===== config.mk =====
export PLATFORM = sky130hd
export DESIGN_NAME = boot_memory_flat
export DESIGN_NICKNAME = d
export VERILOG_FILES = /design/src/rtl/boot_memory_if.sv /design/src/rtl/boot_memory.sv /design/src/flat_wrapper.sv
export SDC_FILE = /design/constraint.sdc
export NUM_CORES = 1
export LEC_CHECK = 0
export CAP_MARGIN = 0
export CORE_UTILIZATION = 53
export CTS_BUF_LIST = sky130_fd_sc_hd__clkbuf_16
export CTS_CLUSTER_SIZE = 20
export DETAILED_ROUTE_END_ITERATION = 12
export PLACE_DENSITY = 0.76
export SLEW_MARGIN = 25
export SYNTH_ARGS = -nofsm -noshare
export SYNTH_HDL_FRONTEND = slang
export SYNTH_SLANG_ARGS = --single-unit

===== constraint.sdc =====
create_clock -name clk -period 2.3 [get_ports clk]
set_clock_uncertainty 0.2 [all_clocks]
set_input_delay 0.345 -clock clk [delete_from_list [all_inputs] [get_ports clk]]
set_output_delay 0.345 -clock clk [all_outputs]
set_load 0.005 [all_outputs]

===== src/rtl/boot_memory_if.sv =====
// boot_memory_if: loader byte stream and CPU memory port of the boot memory
interface boot_memory_if #(
  parameter int ADDR_WIDTH = 4,
  parameter int DATA_WIDTH = 8
);
  logic                  load_start;
  logic                  load_valid;
  logic [DATA_WIDTH-1:0] load_data;
  logic                  load_last;
  logic                  load_ready;
  logic                  load_done;
  logic                  cpu_reset;
  logic [ADDR_WIDTH-1:0] address;
  logic                  read;
  logic                  write;
  logic [DATA_WIDTH-1:0] memoryIn;
  logic [DATA_WIDTH-1:0] memoryOut;
  modport slave (
    input  load_start, load_valid, load_data, load_last, address, read, write, memoryIn,
    output load_ready, load_done, cpu_reset, memoryOut
  );
  modport master (
    output load_start, load_valid, load_data, load_last, address, read, write, memoryIn,
    input  load_ready, load_done, cpu_reset, memoryOut
  );
endinterface


===== src/rtl/boot_memory.sv =====
// boot_memory: unified program/data memory that clears itself, loads a program over
// a valid/ready byte stream, then releases the CPU and serves its read/write port.
module boot_memory #(
  parameter int ADDR_WIDTH = 4,
  parameter int DATA_WIDTH = 8
) (
  input logic           clk,
  input logic           reset,
  boot_memory_if.slave  bus
);
  localparam int DEPTH = 2 ** ADDR_WIDTH;
  localparam logic [ADDR_WIDTH-1:0] LAST = ADDR_WIDTH'(DEPTH - 1);
  typedef enum logic [1:0] {CLEAR, IDLE, LOAD, RUN} state_t;
  state_t                r_state, w_next;
  logic [ADDR_WIDTH-1:0] r_ptr, w_ptr_next, w_waddr;
  logic [DATA_WIDTH-1:0] w_wdata;
  logic [DATA_WIDTH-1:0] r_mem [DEPTH];
  logic                  w_we, w_xfer, r_load_ready, r_load_done, r_cpu_reset;
  logic                  w_unused_read;
  assign w_unused_read = bus.read;
  assign w_xfer = bus.load_valid & r_load_ready;
  always_comb begin
    w_next     = r_state;
    w_ptr_next = r_ptr;
    w_we       = 1'b0;
    w_waddr    = r_ptr;
    w_wdata    = '0;
    case (r_state)
      CLEAR: begin
        w_we       = 1'b1;
        w_ptr_next = r_ptr + 1'b1;
        w_next     = (r_ptr == LAST) ? IDLE : CLEAR;
      end
      IDLE: begin
        w_next     = bus.load_start ? LOAD : IDLE;
        w_ptr_next = bus.load_start ? '0 : r_ptr;
      end
      LOAD: if (w_xfer) begin
        w_we       = 1'b1;
        w_wdata    = bus.load_data;
        w_ptr_next = r_ptr + 1'b1;
        w_next     = (bus.load_last || r_ptr == LAST) ? RUN : LOAD;
      end
      RUN: begin
        // a CPU write coinciding with a reload request still commits
        w_we       = bus.write;
        w_waddr    = bus.address;
        w_wdata    = bus.memoryIn;
        w_next     = bus.load_start ? LOAD : RUN;
        w_ptr_next = bus.load_start ? '0 : r_ptr;
      end
      default: w_next = CLEAR;
    endcase
  end
  always_ff @(posedge clk or posedge reset) begin
    if (reset) begin
      r_state      <= CLEAR;
      r_ptr        <= '0;
      r_load_ready <= 1'b0;
      r_load_done  <= 1'b0;
      r_cpu_reset  <= 1'b1;
    end else begin
      r_state      <= w_next;
      r_ptr        <= w_ptr_next;
      r_load_ready <= (w_next == LOAD);
      r_load_done  <= (w_next == RUN);
      r_cpu_reset  <= (w_next != RUN);
    end
  end
  // the array has no reset; the CLEAR state zeroes it word by word
  always_ff @(posedge clk) begin
    if (w_we) r_mem[w_waddr] <= w_wdata;
  end
  assign bus.load_ready = r_load_ready;
  assign bus.load_done  = r_load_done;
  assign bus.cpu_reset  = r_cpu_reset;
  assign bus.memoryOut  = r_mem[bus.address];
endmodule

===== src/flat_wrapper.sv =====
// flat-port wrapper written by rule: the top's interface ports become plain ports
module boot_memory_flat 
#(
  parameter int ADDR_WIDTH = 4,
  parameter int DATA_WIDTH = 8
)
  (clk, reset, bus_load_start, bus_load_valid, bus_load_data, bus_load_last, bus_address, bus_read, bus_write, bus_memoryIn, bus_load_ready, bus_load_done, bus_cpu_reset, bus_memoryOut);
  boot_memory_if #(.ADDR_WIDTH(ADDR_WIDTH), .DATA_WIDTH(DATA_WIDTH)) bus_i ();
  input logic clk;
  input logic reset;
  input wire logic [$bits(bus_i.load_start)-1:0] bus_load_start;
  input wire logic [$bits(bus_i.load_valid)-1:0] bus_load_valid;
  input wire logic [$bits(bus_i.load_data)-1:0] bus_load_data;
  input wire logic [$bits(bus_i.load_last)-1:0] bus_load_last;
  input wire logic [$bits(bus_i.address)-1:0] bus_address;
  input wire logic [$bits(bus_i.read)-1:0] bus_read;
  input wire logic [$bits(bus_i.write)-1:0] bus_write;
  input wire logic [$bits(bus_i.memoryIn)-1:0] bus_memoryIn;
  output wire logic [$bits(bus_i.load_ready)-1:0] bus_load_ready;
  output wire logic [$bits(bus_i.load_done)-1:0] bus_load_done;
  output wire logic [$bits(bus_i.cpu_reset)-1:0] bus_cpu_reset;
  output wire logic [$bits(bus_i.memoryOut)-1:0] bus_memoryOut;
  assign bus_i.load_start = bus_load_start;
  assign bus_i.load_valid = bus_load_valid;
  assign bus_i.load_data = bus_load_data;
  assign bus_i.load_last = bus_load_last;
  assign bus_i.address = bus_address;
  assign bus_i.read = bus_read;
  assign bus_i.write = bus_write;
  assign bus_i.memoryIn = bus_memoryIn;
  assign bus_load_ready = bus_i.load_ready;
  assign bus_load_done = bus_i.load_done;
  assign bus_cpu_reset = bus_i.cpu_reset;
  assign bus_memoryOut = bus_i.memoryOut;
  boot_memory #(.ADDR_WIDTH(ADDR_WIDTH), .DATA_WIDTH(DATA_WIDTH)) u_core (.clk(clk), .reset(reset), .bus(bus_i));
endmodule

==> results of run 1 <==
==> metrics by stage <==
stage          instance area, um2  util [%]  total power [uW]  TNS, ps  cells
2_1_floorplan                5650         -              3728        0    315
3_3_place_gp                 6417     62.16              4146   -11300    512
3_5_place_dp                 6417     62.16              4202   -21310    512
4_1_cts                      7164     69.40              7117   -121.3    547
5_1_grt                      7188     69.63              7325    -1600    547
6_report                     7188     69.63              7126   -429.6    547
==> per-layer routing <==
metal  routed length [um]  GRT usage, %
met1                 5077         31.03
met2                 6408         41.96
met3                  827         5.999
met4                  312         10.16
met5                    9             0
==> kinds of logic (layout without fill, tap and decap cells) <==
kind of cell | count (synthesis) | in the layout | share of synthesized area [%]
flip-flops | 137 | 137 | 72.03
AO/OA/AOI/OAI | 53 | 53 | 6.643
buffers and inverters | 23 | 119 | 2.502
adder cells (fa/ha/maj) | 1 | 1 | 0.2214
AND/OR/NAND/NOR | 55 | 55 | 4.783
multiplexers | 46 | 46 | 13.82
==> state kept, by name, indices dropped and copies added (netlist names) <==
signal                 flops
u_core.bus.cpu_reset       1
u_core.bus.load_ready      1
u_core.bus.load_done       1
u_core.r_state             2
u_core.r_ptr               4
u_core.r_mem             128
==> power by group <==
group / switching, uW / total (uW) / internal, uW
Clock: 1020 / 2920 / 1900
Combinational: 625 / 1060 / 434
Sequential: 80.3 / 3150 / 3070
==> final timing paths <==
kind / end / startpoint / slack, ps
hold / removal: u_core.r_state[1]$_DFF_PP0_ / bus_load_start / 410
min in group asynchronous: u_core.r_state[1]$_DFF_PP0_ / reset / 550
setup / recovery: u_core.r_mem[7][1]$_DFFE_PP_ / bus_address[3] / -40
setup reg to reg: u_core.r_mem[7][1]$_DFFE_PP_ / u_core.r_state[1]$_DFF_PP0_ / 10
max in group asynchronous: u_core.bus.cpu_reset$_DFF_PP1_ / reset / 1060
hold reg to reg: u_core.r_ptr[1]$_DFFE_PP0P_ / u_core.r_ptr[1]$_DFFE_PP0P_ / 420
==> cells in the final DEF (no fill, tap or decap), drive strengths merged, types with 2 or more instances in the layout <==
cell type        n
edfxtp         128
buf             52
clkdlybuf4s50   25
mux4            24
mux2i           21
nor2            20
clkbuf          18
a22o            10
nand2           10
o21ai           10
dfrtp            8
a221oi           8
inv              7
a21oi            7
nor2b            7
nor3             6
bufinv           5
clkinv           5
a31oi            4
clkinvlp         4
a22oi            4
a211oi           4
and2             3
and3             2
nor3b            2
==> cell type report <==
cell class	count	area share [%]
tap	136	2.367
clock inverter	15	2.889
timing repair buffer	81	10.23
multi-input combinational	155	21.65
clock buffer	17	5.918
inverter	6	0.3133
sequential	137	56.62
==> repair_timing <==
| action | CTS | global route |
|---|---|---|
| gates cloned | 1 | 0 |
| resized for setup | 56 | 10 |
| hold endpoints to repair | 8 | 0 |
| setup endpoints to repair | 8 | 24 |
| hold buffers | 1 | 0 |
| buffers inserted | 1 | 0 |
| pin swaps | 15 | 2 |
==> impl_results.md, run 1 <==
- Average wire per cell in the routed design: 23.10 um
- First-pass GRT wire length: 19370 um
- Clock network latency to the later pin of the worst-skew pair: 420 ps
- Critical path buffer and inverter count: 2
- Nature of the critical path endpoint: register
- Number of rows in the core area: 37
- Core area: 0.01032 mm2
- CTS tree: yes
- Final period util: 101.8%
- Crit path setup slack, layout: -41.17 ps
- Peak clock frequency supported by timing: 0.4271 GHz
- Full die area: 0.01108 mm2
- Critical path fanouts, max: 8
- Hold Fails Final Rpt: 0
- Area of combinational cells with multiple inputs: 0.001556 mm2
- Number of buffers between clock root and the deepest sink: 2
- Final RePlAce weighted congestion: 0.8653
- Main area contributors after synthesis: sky130_fd_sc_hd__edfxtp_1 (68%), sky130_fd_sc_hd__mux4_2 (7.6%), sky130_fd_sc_hd__mux2i_1 (3.7%), sky130_fd_sc_hd__dfrtp_1 (3.5%), sky130_fd_sc_hd__mux4_1 (2.3%)
- Fill cell count: 635
- DRC violation total after the first TritonRoute iteration: 220
- Sequential area share after synthesis: 72.03%
- Initial antenna violation count: 1
- Clock-pin slew reported for the worst setup and hold paths after clock tree synthesis: 60 ps
- Estimated wirelength of the detail-placed design: 8062 um
- CTS sink cnt: 137
- #FFs+latches synth: 137
- Net count reported at finish: 426
- H-Tree Level Count: 4
- Post-Place Worst Slack: -495.8 ps
- CTS Buf Count: 17
- Synthesis Warnings: 0
- Async set-reset flop share out of synthesis: 6.569%
- Setup repair after global routing missed its margin: true
- Worst EP required: 2140 ps
- Worst path slowest cell: sky130_fd_sc_hd__nor2_1
- Peak supply drop: 0.0004852 V
- Number of cells produced by synthesis: 315
- IO Pins: 38
- Pwr/cell area: 991.4 mW/mm2
- Fraction of layout instances using a drive strength above 1: 31.63%
- Commonest cells post-synth: sky130_fd_sc_hd__edfxtp_1 (128), sky130_fd_sc_hd__mux2i_1 (21), sky130_fd_sc_hd__nor2_1 (20)
- Clock tree root buffer cell: sky130_fd_sc_hd__clkbuf_16
- Worst rel slew slack: 38.08%
- Hold/Removal Path Class: primary input to register
- Reported leakage power: 0.002547 uW
- Worst reg2reg path depth: 4
- Number of iterations in the first detailed-routing pass: 7
- Final worst path period need: 2341 ps
- Initial cell density of the core: 54.73%
- Status: finished with violations
- Total global routing overflow: 0
- Critical path startpoint category: primary input
- Seq. cell area: 0.004070 mm2
- Distinct cell type count of the synthesized netlist: 40
- Arr. time, crit path: 2180 ps
- Maximum number of pins on one net before global-route repair: 17
- Global-route usage over all layers: 24.88%
- Final hold slack: 412.0 ps
- Port Buffers: 36
- Die outline width: 105.3 um
- Number of synthesized flops with an enable pin: 128
- Category of cells accounting for the largest share of critical-path delay: simple AND/OR/NAND/NOR gates
- Drt via density: 6.059
- Summed instance area of the synthesized netlist: 0.005650 mm2
- Number of nets produced by synthesis: 343
- Via count of the first global-routing pass: 3519
- Cell taking the most area after synthesis: sky130_fd_sc_hd__edfxtp_1
- Die height: 105.3 um
- Via Count: 3314
- Crit path depth: 5
- Drt total wl: 12640 um
- Layout-stage area growth over the synthesis result: 27.21%
- Start-to-end type of the worst setup path: primary input to register
- Final Max Slew Viols: 0
- Slew at the pin closest to its max-slew limit: 925.4 ps
- Avg Inst Size Synth: 17.94 um2
- Most repeated cell in the gate-level netlist after synthesis: sky130_fd_sc_hd__edfxtp_1
- Max Cap Violations: 0
- Slowest stage delay, CP: 730 ps
- Violations in the final reports: setup timing
- Worst Hold Depth: 2
- Dominant register cell in the synthesized netlist: sky130_fd_sc_hd__edfxtp_1
- Worst path cell trace: clkdlybuf4s50_1, inv_1, and3_1, o21ai_1, nor2_1
- ANT cells: 0
- # DRC: 0
- ANT nets after route: 0
- Fraction of post-synthesis cell area in the top cell type by area: 68.02%
- Setup Viol. Count Final: 18
(Power assumes the default switching activity.)
==> run 2: changes to the inputs <==
--- a/config.mk
+++ b/config.mk
@@ -6,11 +6,13 @@
 export NUM_CORES = 1
 export LEC_CHECK = 0
 export CAP_MARGIN = 0
+export CORE_MARGIN = 3
 export CORE_UTILIZATION = 53
 export CTS_BUF_LIST = sky130_fd_sc_hd__clkbuf_16
 export CTS_CLUSTER_SIZE = 20
 export DETAILED_ROUTE_END_ITERATION = 12
 export PLACE_DENSITY = 0.76
+export REMOVE_ABC_BUFFERS = 1
 export SLEW_MARGIN = 25
 export SYNTH_ARGS = -nofsm -noshare
 export SYNTH_HDL_FRONTEND = slang
==> impl_results.md, run 2 (synthesized netlist as in run 1, its figures left out) <==
- Die height: 109.3 um (+3.8%)
- Full die area: 0.01194 mm2 (+7.7%)
- Commonest non-fill, non-tap cells in the layout: sky130_fd_sc_hd__edfxtp_1 (128), sky130_fd_sc_hd__buf_4 (60), sky130_fd_sc_hd__clkdlybuf4s50_1 (24), sky130_fd_sc_hd__mux4_2 (22), sky130_fd_sc_hd__clkbuf_16 (17)
- Estimated wirelength of the detail-placed design: 8361 um (+3.7%)
- Initial cell density of the core: 54.73% (unchanged)
- H-Tree Level Count: 4 (unchanged)
- Die outline width: 109.3 um (+3.8%)
- Reported leakage power: 0.002645 uW (+3.8%)
- Violations in the final reports: setup timing
- Final period util: 102.7% (+0.91 points)
- Layout-stage area growth over the synthesis result: 31.33%
- Worst EP required: 1750 ps (-390 ps)
- Max FFs per register: 128 (unchanged)
- DRC violation total after the first TritonRoute iteration: 336 (+53%)
- Placed Instances: 535 (+4.5%)
- IO Pins: 38 (unchanged)
- Pwr/cell area: 928.3 mW/mm2 (-6.4%)
- Number of iterations in the first detailed-routing pass: 5 (-2)
- CTS Buf Count: 17 (unchanged)
- Setup repair after global routing missed its margin: true
- Clock-pin slew reported for the worst setup and hold paths after clock tree synthesis: 60 ps (about the same)
- Worst rel slew slack: 57.67% (+20 points)
- Nature of the critical path endpoint: output pin
- Fin util: 71.88% (+2.3 points)
- Start-to-end type of the worst setup path: primary input to output pin
- Post-Place Worst Slack: -609.2 ps (-113.4 ps)
- Slowest stage delay, CP: 360 ps (-370 ps)
- ANT cells: 0 (unchanged)
- Setup Viol. Count Final: 5 (-13)
- Total global routing overflow: 0 (unchanged)
- Number of buffers between clock root and the deepest sink: 2 (unchanged)
- Fraction of layout instances using a drive strength above 1: 39.49% (+7.9 points)
- Hold/Removal Path Class: primary input to register
- Via count of the first global-routing pass: 3482 (-1.1%)
- Drt total wl: 13390 um (+6.0%)
- Worst path cell trace: buf_4, buf_8, buf_12, mux2i_4, a221oi_4, a22oi_2, nand2_1, clkdlybuf4s15_1
- Clock network latency to the later pin of the worst-skew pair: 410 ps (about the same)
- Final RePlAce weighted congestion: 0.8952 (+3.5%)
- Max Cap Violations: 0 (unchanged)
- First-pass GRT wire length: 19900 um (+2.7%)
- Global-route usage over all layers: 23.48% (-1.4 points)
- Critical path startpoint category: primary input
- Final hold slack: 410.1 ps (-1.825 ps)
- Peak clock frequency supported by timing: 0.4234 GHz (-0.88%)
- Maximum number of pins on one net before global-route repair: 17 (unchanged)
- # DRC: 0 (unchanged)
- Most flops, register: u_core.r_mem
- Net count reported at finish: 448 (+5.2%)
- Core area: 0.01032 mm2 (unchanged)
- Number of rows in the core area: 37 (unchanged)
- Worst path slowest cell: sky130_fd_sc_hd__a221oi_4
- Hold Fails Final Rpt: 0 (unchanged)
- Crit path setup slack, layout: -62.01 ps (-20.83 ps)
- Peak supply drop: 0.0007318 V (+51%)
- Average wire per cell in the routed design: 23.53 um (+1.9%)
- Critical path fanouts, max: 9 (+1)
- Arr. time, crit path: 1820 ps (-360 ps)
- Clock tree root buffer cell: sky130_fd_sc_hd__clkbuf_16
- Via Count: 3456 (+4.3%)
- Final Max Slew Viols: 0 (unchanged)
- CTS sink cnt: 137 (unchanged)
- Final worst path period need: 2362 ps (+20.83 ps)
- Drt via density: 6.074 (+0.25%)
- CTS tree: yes
- Port Buffers: 36 (unchanged)
- Regs by FF count: u_core.r_mem x128, u_core.r_ptr x4, u_core.r_state x2
- Status: finished with violations
- Initial antenna violation count: 0 (-1)
- ANT nets after route: 0 (unchanged)
- Final Instance Count excl. Fillers: 569 (+4.0%)
- Slew at the pin closest to its max-slew limit: 634.9 ps (-290.5 ps)
- Most common library cell in the layout ignoring fill and taps: sky130_fd_sc_hd__edfxtp_1
-- run 2: cell count changes in the layout (fill, tap and decap cells not counted), sizes merged, moves of 2 or more --
cell / previous run / this run
buf: 52 / 75
bufinv: 5 / 0
clkinv: 5 / 3
inv: 7 / 15
-- run 2: what timing repair did --
action,in CTS,in global routing
setup endpoints to repair,16,73
hold buffers,1,0
resized for setup,72,30
setup buffers,0,1
pin swaps,17,8
endpoints found under the hold margin,8,0
-- run 2: final cells by class --
| cell class | count | area [um2] |
|---|---|---|
| repair buffers | 103 | 904.6 |
| flip-flops and latches | 137 | 4071 |
| clock inverters | 15 | 127.6 |
| clock buffers | 17 | 425.4 |
| fillers | 633 | 2903 |
| well taps | 136 | 170.2 |
| inverters | 6 | 22.52 |
| multi-input cells | 155 | 1699 |
-- run 2: worst paths after layout --
check,start,depth (start not counted),slack (ps),to
max in group asynchronous,reset,3,1050,u_core.bus.cpu_reset$_DFF_PP1_
worst min register to register,u_core.r_ptr[1]$_DFFE_PP0P_,1,410,u_core.r_ptr[1]$_DFFE_PP0P_
worst max register to register,u_core.r_state[0]$_DFF_PP0_,8,40,u_core.r_mem[1][3]$_DFFE_PP_
worst min-delay path,bus_load_start,2,410,u_core.r_state[1]$_DFF_PP0_
worst max-delay path,bus_address[1],8,-60,bus_memoryOut[0]
min in group asynchronous,reset,3,560,u_core.r_state[0]$_DFF_PP0_
-- run 2: layer usage --
metal | wire length [um] | global-route usage, % | vias to the layer above | share of wire (%)
li1 | - | - | 1497 | -
met1 | 5435 | 30.27 | 1768 | 41
met2 | 6786 | 39.43 | 156 | 51
met3 | 724 | 5.980 | 35 | 5.4
met4 | 441 | 7.391 | 0 | 3.3
met5 | 0 | 0 | - | 0
-- run 2: through the flow --
| stage | TNS (ps) | total power [uW] | instance area, um2 |
|---|---|---|---|
| finish | -158.4 | 6889 | 7421 |
| global route | -1593 | 7126 | 7421 |
| CTS | -282.1 | 6821 | 7253 |
| detailed placement | -22870 | 4277 | 6590 |
| global placement | -19150 | 4235 | 6590 |
| floorplan | 0 | 3678 | 5532 |
-- run 2: worst max-delay path, delay by kind of cell --
| family | cells | cell delay, ps |
|---|---|---|
| AOI/OAI and AO/OA | 2 | 480 |
| muxes | 1 | 190 |
| buffers and inverters | 4 | 670 |
| and+or+nand+nor | 1 | 120 |
-- run 2: where the power goes --
part	switching, uW	internal (uW)
Sequential	85.7	3060
Combinational	695	519
Clock	1110	1410
